`src/rtl/huff_pkg.sv`:
```
// Shared types for the Huffman encoder write path: code/length types and packer states.
package huff_pkg;
   localparam int DEF_MAX_CODE_LEN = 16;

   typedef logic [DEF_MAX_CODE_LEN-1:0]              code_t;
   typedef logic [$clog2(DEF_MAX_CODE_LEN+1)-1:0]    len_t;

   typedef enum logic [1:0] {RUN, FLUSH, PAD, DONE} pack_state_e;
endpackage

```
`src/rtl/code_packer.sv`:
```
// Packs MSB-first variable-length Huffman codes into bytes for the output FIFO.
// Optional CODE_PACKER_STATS_EN adds a saturating written-byte counter (byte_count).
module code_packer
   import huff_pkg::*;
#(
   parameter int MAX_CODE_LEN = DEF_MAX_CODE_LEN,
   parameter int LEN_W        = $clog2(MAX_CODE_LEN+1)
) (
   input  logic                    clk,
   input  logic                    rst,
   input  logic [MAX_CODE_LEN-1:0] code,
   input  logic [LEN_W-1:0]        code_len,
   input  logic                    code_valid,
   output logic                    code_ready,
   input  logic                    done,
   input  logic                    full,
   output logic [7:0]              data_out,
   output logic                    w_en,
   output logic                    flushed
`ifdef CODE_PACKER_STATS_EN
   ,
   output logic [31:0]             byte_count
`endif
);

   localparam int ACC_W  = MAX_CODE_LEN + 7;
   localparam int FILL_W = $clog2(ACC_W+1);

   logic [ACC_W-1:0]  acc;
   logic [FILL_W-1:0] fill;
   logic [FILL_W-1:0] fill_next;
   pack_state_e       state;
   logic              done_seen;

   logic [LEN_W-1:0]  len_eff;
   logic              accept;
   logic              emit;
   logic              pad_wr;

   function automatic logic [ACC_W-1:0] mask_code(input logic [MAX_CODE_LEN-1:0] c,
                                                  input logic [LEN_W-1:0] l);
      return ACC_W'(c) & ~({ACC_W{1'b1}} << l);
   endfunction

   assign len_eff    = (code_len > LEN_W'(MAX_CODE_LEN)) ? LEN_W'(MAX_CODE_LEN) : code_len;
   assign code_ready = (state == RUN) & (fill <= FILL_W'(7)) & ~done_seen & ~rst;
   assign accept     = code_valid & code_ready;
   // rst gating keeps stale buffered bits from reaching the FIFO during a synchronous reset
   assign emit       = (fill >= FILL_W'(8)) & ~full & (state != DONE) & ~rst;
   assign pad_wr     = (state == PAD) & ~full & ~rst;
   assign w_en       = emit | pad_wr;
   assign flushed    = (state == DONE) & ~rst;

   assign fill_next  = fill - (emit ? FILL_W'(8) : '0) + (accept ? FILL_W'(len_eff) : '0);

   always_comb begin
      data_out = '0;
      if (emit)
         data_out = 8'(acc >> (fill - FILL_W'(8)));
      else if (pad_wr)
         data_out = 8'(acc << (FILL_W'(8) - fill));
   end

   always_ff @(posedge clk) begin
      if (rst) begin
         acc       <= '0;
         fill      <= '0;
         state     <= RUN;
         done_seen <= 1'b0;
      end else begin
         if (accept)
            acc <= (acc << len_eff) | mask_code(code, len_eff);
         fill <= fill_next;
         case (state)
            RUN: begin
               if (done) begin
                  done_seen <= 1'b1;
                  state     <= FLUSH;
               end
            end
            FLUSH: begin
               if (fill < FILL_W'(8))
                  state <= (fill == '0) ? DONE : PAD;
            end
            PAD: begin
               if (pad_wr) begin
                  fill  <= '0;
                  state <= DONE;
               end
            end
            default: ;
         endcase
      end
   end

`ifdef CODE_PACKER_STATS_EN
   always_ff @(posedge clk) begin
      if (rst)
         byte_count <= '0;
      else if (w_en && byte_count != 32'hFFFF_FFFF)
         byte_count <= byte_count + 32'd1;
   end
`endif

endmodule

```
`config.mk`:
```
export PLATFORM = sky130hd
export DESIGN_NAME = code_packer
export DESIGN_NICKNAME = d
export VERILOG_FILES = /design/src/rtl/huff_pkg.sv /design/src/rtl/code_packer.sv
export SDC_FILE = /design/constraint.sdc
export NUM_CORES = 1
export LEC_CHECK = 0
export ABC_CLOCK_PERIOD_IN_PS = 4700
export CAP_MARGIN = 20
export CORE_UTILIZATION = 40
export CTS_CLUSTER_DIAMETER = 200
export DETAILED_ROUTE_END_ITERATION = 6
export PLACE_DENSITY = 0.57
export SKIP_LAST_GASP = 1
export SLEW_MARGIN = 15
export SYNTH_ARGS = -nofsm -noshare
export SYNTH_HDL_FRONTEND = slang
export SYNTH_SLANG_ARGS = --single-unit
```
`constraint.sdc`:
```
create_clock -name clk -period 4.7 [get_ports clk]
set_input_delay 0.47 -clock clk [delete_from_list [all_inputs] [get_ports clk]]
set_output_delay 0.47 -clock clk [all_outputs]
set_load 0.005 [all_outputs]
```
## After elaboration in Yosys (flattened, before gate mapping)

Index checks and enable logic that the tools add are counted.

| word-level totals | value |
|---|---|
| bits in registers | 31 |
| bits of input ports | 26 |
| logic and storage cells | 57 |

| cells by class | value |
|---|---|
| add/subtract/negate cells | 4 |
| magnitude comparators | 4 |
| equal/unequal tests | 7 |
| shift-type cells | 4 |
| multiplexer cells | 12 |
| bitwise gates (word level) | 17 |
| reductions and logical operators | 5 |

Operators by type and width:

| cell | count |
|---|---|
| $and A16 B23 Y23 | 1 |
| $not A23 Y23 | 1 |
| $or A23 B23 Y23 | 1 |
| $shl A23 B5 Y23 | 1 |
| $shl A23 B5 Y23 const A | 1 |
| $shl A23 B5 Y8 | 1 |
| $shr A23 B5 Y8 | 1 |
| $mux W5 | 4 |
| $mux W8 | 2 |
| $and A1 B1 Y1 | 10 |
| $ne A2 B2 Y1 const B | 4 |
| $mux W2 | 3 |
| $pmux W2 S3 | 1 |
| $add A5 B5 Y5 | 1 |
| $ge A5 B4 Y1 const B | 1 |
| $gt A5 B5 Y1 const B | 1 |
| $le A5 B3 Y1 const B | 1 |
| $logic_not A5 Y1 | 1 |
| $lt A5 B4 Y1 const B | 1 |
| $sub A4 B5 Y5 const A | 1 |
| $sub A5 B4 Y5 | 1 |
| $sub A5 B4 Y5 const B | 1 |
| $eq A2 B2 Y1 const B | 2 |
| $mux W4 | 1 |
| other kinds (8) | 10 |

## Longest topological paths before layout

| depth | value |
|---|---|
| depth after elaboration | 9 |
| gate-level depth with buffers | 15 |
| depth with buffers taken out | 13 |

## Worst setup path after synthesis

No wires, ideal clock.

| path | value |
|---|---|
| path kind | register -> register |
| start | register fill[3] |
| end | register fill[4] |
| library setup time | 0.064 ns |
| data arrival time | 3.344 ns |
| path slack | 1.292 ns |
| stages on the path, launching flop included | 15 |
| cells stage by stage | dfxtp_1 inv_1 clkbuf_1 ha_1 nand4_1 a32oi_1 or2_1 clkbuf_1 buf_2 nor2_1 fa_1 ha_1 a21oi_1 xnor3_1 nor2_1 |

| on the way | value |
|---|---|
| word-level cells in the longest chain between the ends | 9 |
| elaborated cells on any way between the ends | 15 |
| those cells by class | 2 x add/sub; 2 x order compare; 4 x mux; 7 x bitwise |

Ends and longest elaborated chain:

| element | line | source |
|---|---|---|
| start: declaration | code_packer.sv:30 | `logic [FILL_W-1:0] fill;` |
| start signal: assignment | code_packer.sv:73 | `fill <= fill_next;` |
| $ge A5 B4 Y1 or $le A5 B3 Y1 (tied branches) | code_packer.sv:49, code_packer.sv:46 |  |
| $and A1 B1 Y1 (on tied branches) (3 in a row) | code_packer.sv:49, code_packer.sv:46 |  |
| $mux W4 or $and A1 B1 Y1 (tied branches) | code_packer.sv:54, code_packer.sv:47 |  |
| $sub A5 B4 Y5 or $mux W5 (tied branches) | code_packer.sv:54 | `assign fill_next = fill - (emit ? FILL_W'(8) : '0) + (accept ? FILL_W'(len_eff) : '0);` |
| $add A5 B5 Y5 * | code_packer.sv:54 |  |
| $mux W5 | code_packer.sv:86 | `if (pad_wr) begin` |
| $mux W5 * | code_packer.sv:74 | `case (state)` |

Mark *: on every way between the ends. The rest lies on a longest branch, timed or not.
A chain may end at the register's enable or synchronous reset.

## Worst setup path in the final report

| path | value |
|---|---|
| start | register fill[1] |
| end | output port data_out[4] |

| on the way | value |
|---|---|
| word-level cells in the longest chain between the ends | 5 |
| elaborated cells on any way between the ends | 10 |
| those cells by class | 2 x add/sub; 1 x order compare; 2 x shift; 2 x mux; 3 x bitwise |

Ends and longest elaborated chain:

| element | line | source |
|---|---|---|
| branches (longest 4 deep; another with $sub A4 B5 Y5) | - |  |
| $mux W8 * | code_packer.sv:58 | `if (emit)` |
| end: declaration | code_packer.sv:17 | `output logic [7:0] data_out,` |

Mark *: on every way between the ends.

==> out/results.txt <==
Seq. cell area: 621 um2
number of buffers between clock root and the deepest sink: 2
Boundary Pins: 37
sum of negative setup slack: 0 ps
final core occ: 47.6%
top achievable clock speed: 266 MHz
Final setup violation count: 0
ANT nets after route: 0
root buffer cell: sky130_fd_sc_hd__clkbuf_8
power per unit of standard cell area: 330 nW/um2
clock transition at the registers of the reported paths: 70 ps
worst slew pin tran: 739 ps
count of flip-flops with a built-in enable after synthesis: 0
Max FO, Critical Path: 30
global-route wire length before repair: 23.1 mm
count of buffers inserted at the top-level ports: 36
Tmin final: 3760 ps
Yosys warning count: 0
normalized max-slew margin: 50.7%
violation count after the first detailed-routing iteration: 323
CTS tree: built
Hold WS: 483 ps
CTS Buf Count: 5
per-cell via count in the routed design: 6.58
wire length reported by the detailed router: 14.1 mm
series of cell instances along the critical path: buf_4 > inv_1 > ha_1 > nand4bb_1 > a2111o_1 > nor4_1 > nand2_1 > o311ai_1 > clkdlybuf4s50_1
count of filler cells inserted in the layout: 983
number of antenna violations at the first check in global routing: 0
outcome: finished, final reports clean
Total Die Area: 10900 um2
kind of end point of the critical path: output port
Post-route DRC: 0
drt first pass iters: 5
detailed placer's ending HPWL: 10.0 mm
worst clock skew on the final layout: 6.42 ps
max-cap viol count: 0
starting density of the core: 42.1%
FFs w/ async S/R, synth: 0%
maximum number of pins on one net before global-route repair: 33
Remaining Overflow, GRT: 0
netlist area before placement: 4190 um2
Clock Sinks: 31
vias in the first global route: 4144
post-synthesis average cell area: 8.31 um2
P_leak: 1.66 nW
standard-cell row count: 36
startpoint type of the worst setup path: register
aggregate global-route resource usage: 26.5%
share of layout cells above drive strength 1: 15.1%
final hold violations: 0
primary flip-flop cell chosen by synthesis mapping: sky130_fd_sc_hd__dfxtp_1
area added between synthesis and finish: 13.1%
height of the die: 104 um
routed via count: 4238
cell at the slowest stage of the critical path: sky130_fd_sc_hd__a2111o_1
horizontal extent of the die: 104 um
classification of the worst setup path: reg2out
hold bufs inserted after CTS: 0
Seq/Total Area, Yosys: 14.8%
postcts setup bufs: 0
H-tree depth: 2
setup repair after global routing missed its margin: false
final antenna diode count: 0
placer congestion estimate: 0.908
placeable core area: 9950 um2
Worst Path Arrival: 3290 ps
type of the most critical hold path: reg2reg
wire length per cell: 21.9 um
count of cells resized by post-cts repair: 0
flip-flop and latch count after synthesis: 31
Worst VDD drop: 0.167 mV
post-synth net total: 544
Worst path max stage delay: 560 ps
worst-skew pair later-pin latency: 290 ps
total count of max-transition violations in the final report: 0
Period Utilization, post-route: 80.0%
WP data required: 4230 ps
total area of multi-input combinational cells: 3260 um2
net total in the final layout: 550
synthesized netlist cell count: 504
Synth cell types: 67
area by class of cell:
class | instances | share of cell area, %
sequential | 31 | 13.1
multi-input combinational | 403 | 68.9
tap | 133 | 3.51
clock inverter | 2 | 0.740
clock buffer | 6 | 1.74
timing repair buffer | 55 | 10.9
inverter | 14 | 1.11
cell usage after synthesis, types with 7 or more instances:
| master | n | area share, % |
|---|---|---|
| sky130_fd_sc_hd__o21ai_0 | 8 | 0.96 |
| sky130_fd_sc_hd__o211ai_1 | 7 | 1.3 |
| sky130_fd_sc_hd__nand3_1 | 13 | 1.6 |
| sky130_fd_sc_hd__nand4_1 | 8 | 1.2 |
| sky130_fd_sc_hd__buf_2 | 11 | 1.3 |
| sky130_fd_sc_hd__nor3_1 | 13 | 1.6 |
| sky130_fd_sc_hd__inv_1 | 11 | 0.99 |
| sky130_fd_sc_hd__a311oi_1 | 9 | 1.9 |
| sky130_fd_sc_hd__nand2_1 | 43 | 3.9 |
| sky130_fd_sc_hd__a21oi_1 | 25 | 3.0 |
| sky130_fd_sc_hd__nor2_1 | 52 | 4.7 |
| sky130_fd_sc_hd__dfxtp_1 | 31 | 15 |
| sky130_fd_sc_hd__ha_1 | 13 | 3.9 |
| sky130_fd_sc_hd__mux2_2 | 14 | 3.8 |
| sky130_fd_sc_hd__a211oi_1 | 19 | 3.4 |
| sky130_fd_sc_hd__clkbuf_1 | 39 | 3.5 |
| sky130_fd_sc_hd__mux2i_1 | 36 | 8.6 |
| sky130_fd_sc_hd__nand2b_1 | 12 | 1.8 |
| sky130_fd_sc_hd__nor2b_1 | 9 | 1.3 |
| sky130_fd_sc_hd__mux4_2 | 30 | 16 |
where the power goes:
| part | total, mW | switching, mW | internal, mW | leakage (nW) |
|---|---|---|---|---|
| clock | 0.286 | 0.115 | 0.172 | 0.0612 |
| combinational | 0.827 | 0.431 | 0.396 | 1.35 |
| sequential | 0.450 | 0.134 | 0.316 | 0.253 |
state kept, by name, summed over array words and instances (netlist names):
signal,cells
acc,23
fill,5
state,2
done_seen,1
critical path, delay by kind of cell (launching register included):
| kind | cells | cell delay (ps) |
|---|---|---|
| AO/OA/AOI/OAI | 2 | 680 |
| adder cells (fa/ha/maj) | 1 | 240 |
| buffers and inverters | 3 | 960 |
| flip-flops | 1 | 300 |
| AND/OR/NAND/NOR | 3 | 820 |
metal layers:
| layer | share of wire [%] | routed length, um | up-vias | global-route usage, % |
|---|---|---|---|---|
| met5 | 0 | 0 | - | 0 |
| met4 | 2.8 | 400 | 0 | 10.2 |
| met3 | 7.1 | 999 | 34 | 3.07 |
| met2 | 45 | 6370 | 190 | 41.8 |
| met1 | 45 | 6340 | 2062 | 36.9 |
| li1 | - | - | 1952 | - |
placed cells by master, fill, tap and decap left out, drive strengths merged, types with 7 or more instances in the layout:
cell type and n:
nand4 8, a21oi 25, nor2 52, dfxtp 31
a211oi 19, nand2 43, nand3 13, mux2 19
a311oi 9, o21ai 11, mux4 30, buf 19
nand2b 12, mux2i 36, nor2b 9, clkdlybuf4s50 36
inv 14, ha 13, nor3 13, o211ai 7
final timing paths:
check	start	to	slack (ps)	depth (start not counted)
worst max register to register	fill[3]	fill[4]	1130	13
worst min register to register	done_seen	done_seen	480	2
worst max-delay path	fill[1]	data_out[4]	940	9
worst min-delay path	done_seen	done_seen	480	2
per-stage QoR:
step / instances / power, mW / area, um2 / setup WS, ps
global placement: 635 / 1.26 / 4610 / 1210
CTS: 644 / 1.55 / 4740 / 917
detailed placement: 636 / 1.27 / 4620 / 1140
global route: 644 / 1.67 / 4740 / 721
floorplan: 504 / 1.03 / 4190 / 1290
finish: 644 / 1.56 / 4740 / 942
cell families (layout without fill, tap and decap cells):
family	after synthesis	after routing	synth area share (%)
flops	31	31	14.8
fa+ha+maj	14	14	4.36
mux	85	85	29.8
simple gates	176	176	20.5
compound gates	122	122	21.7
xor+xnor	6	6	1.58
buf+inv	70	77	7.23
Note: power is estimated with default switching activity, not from simulation.
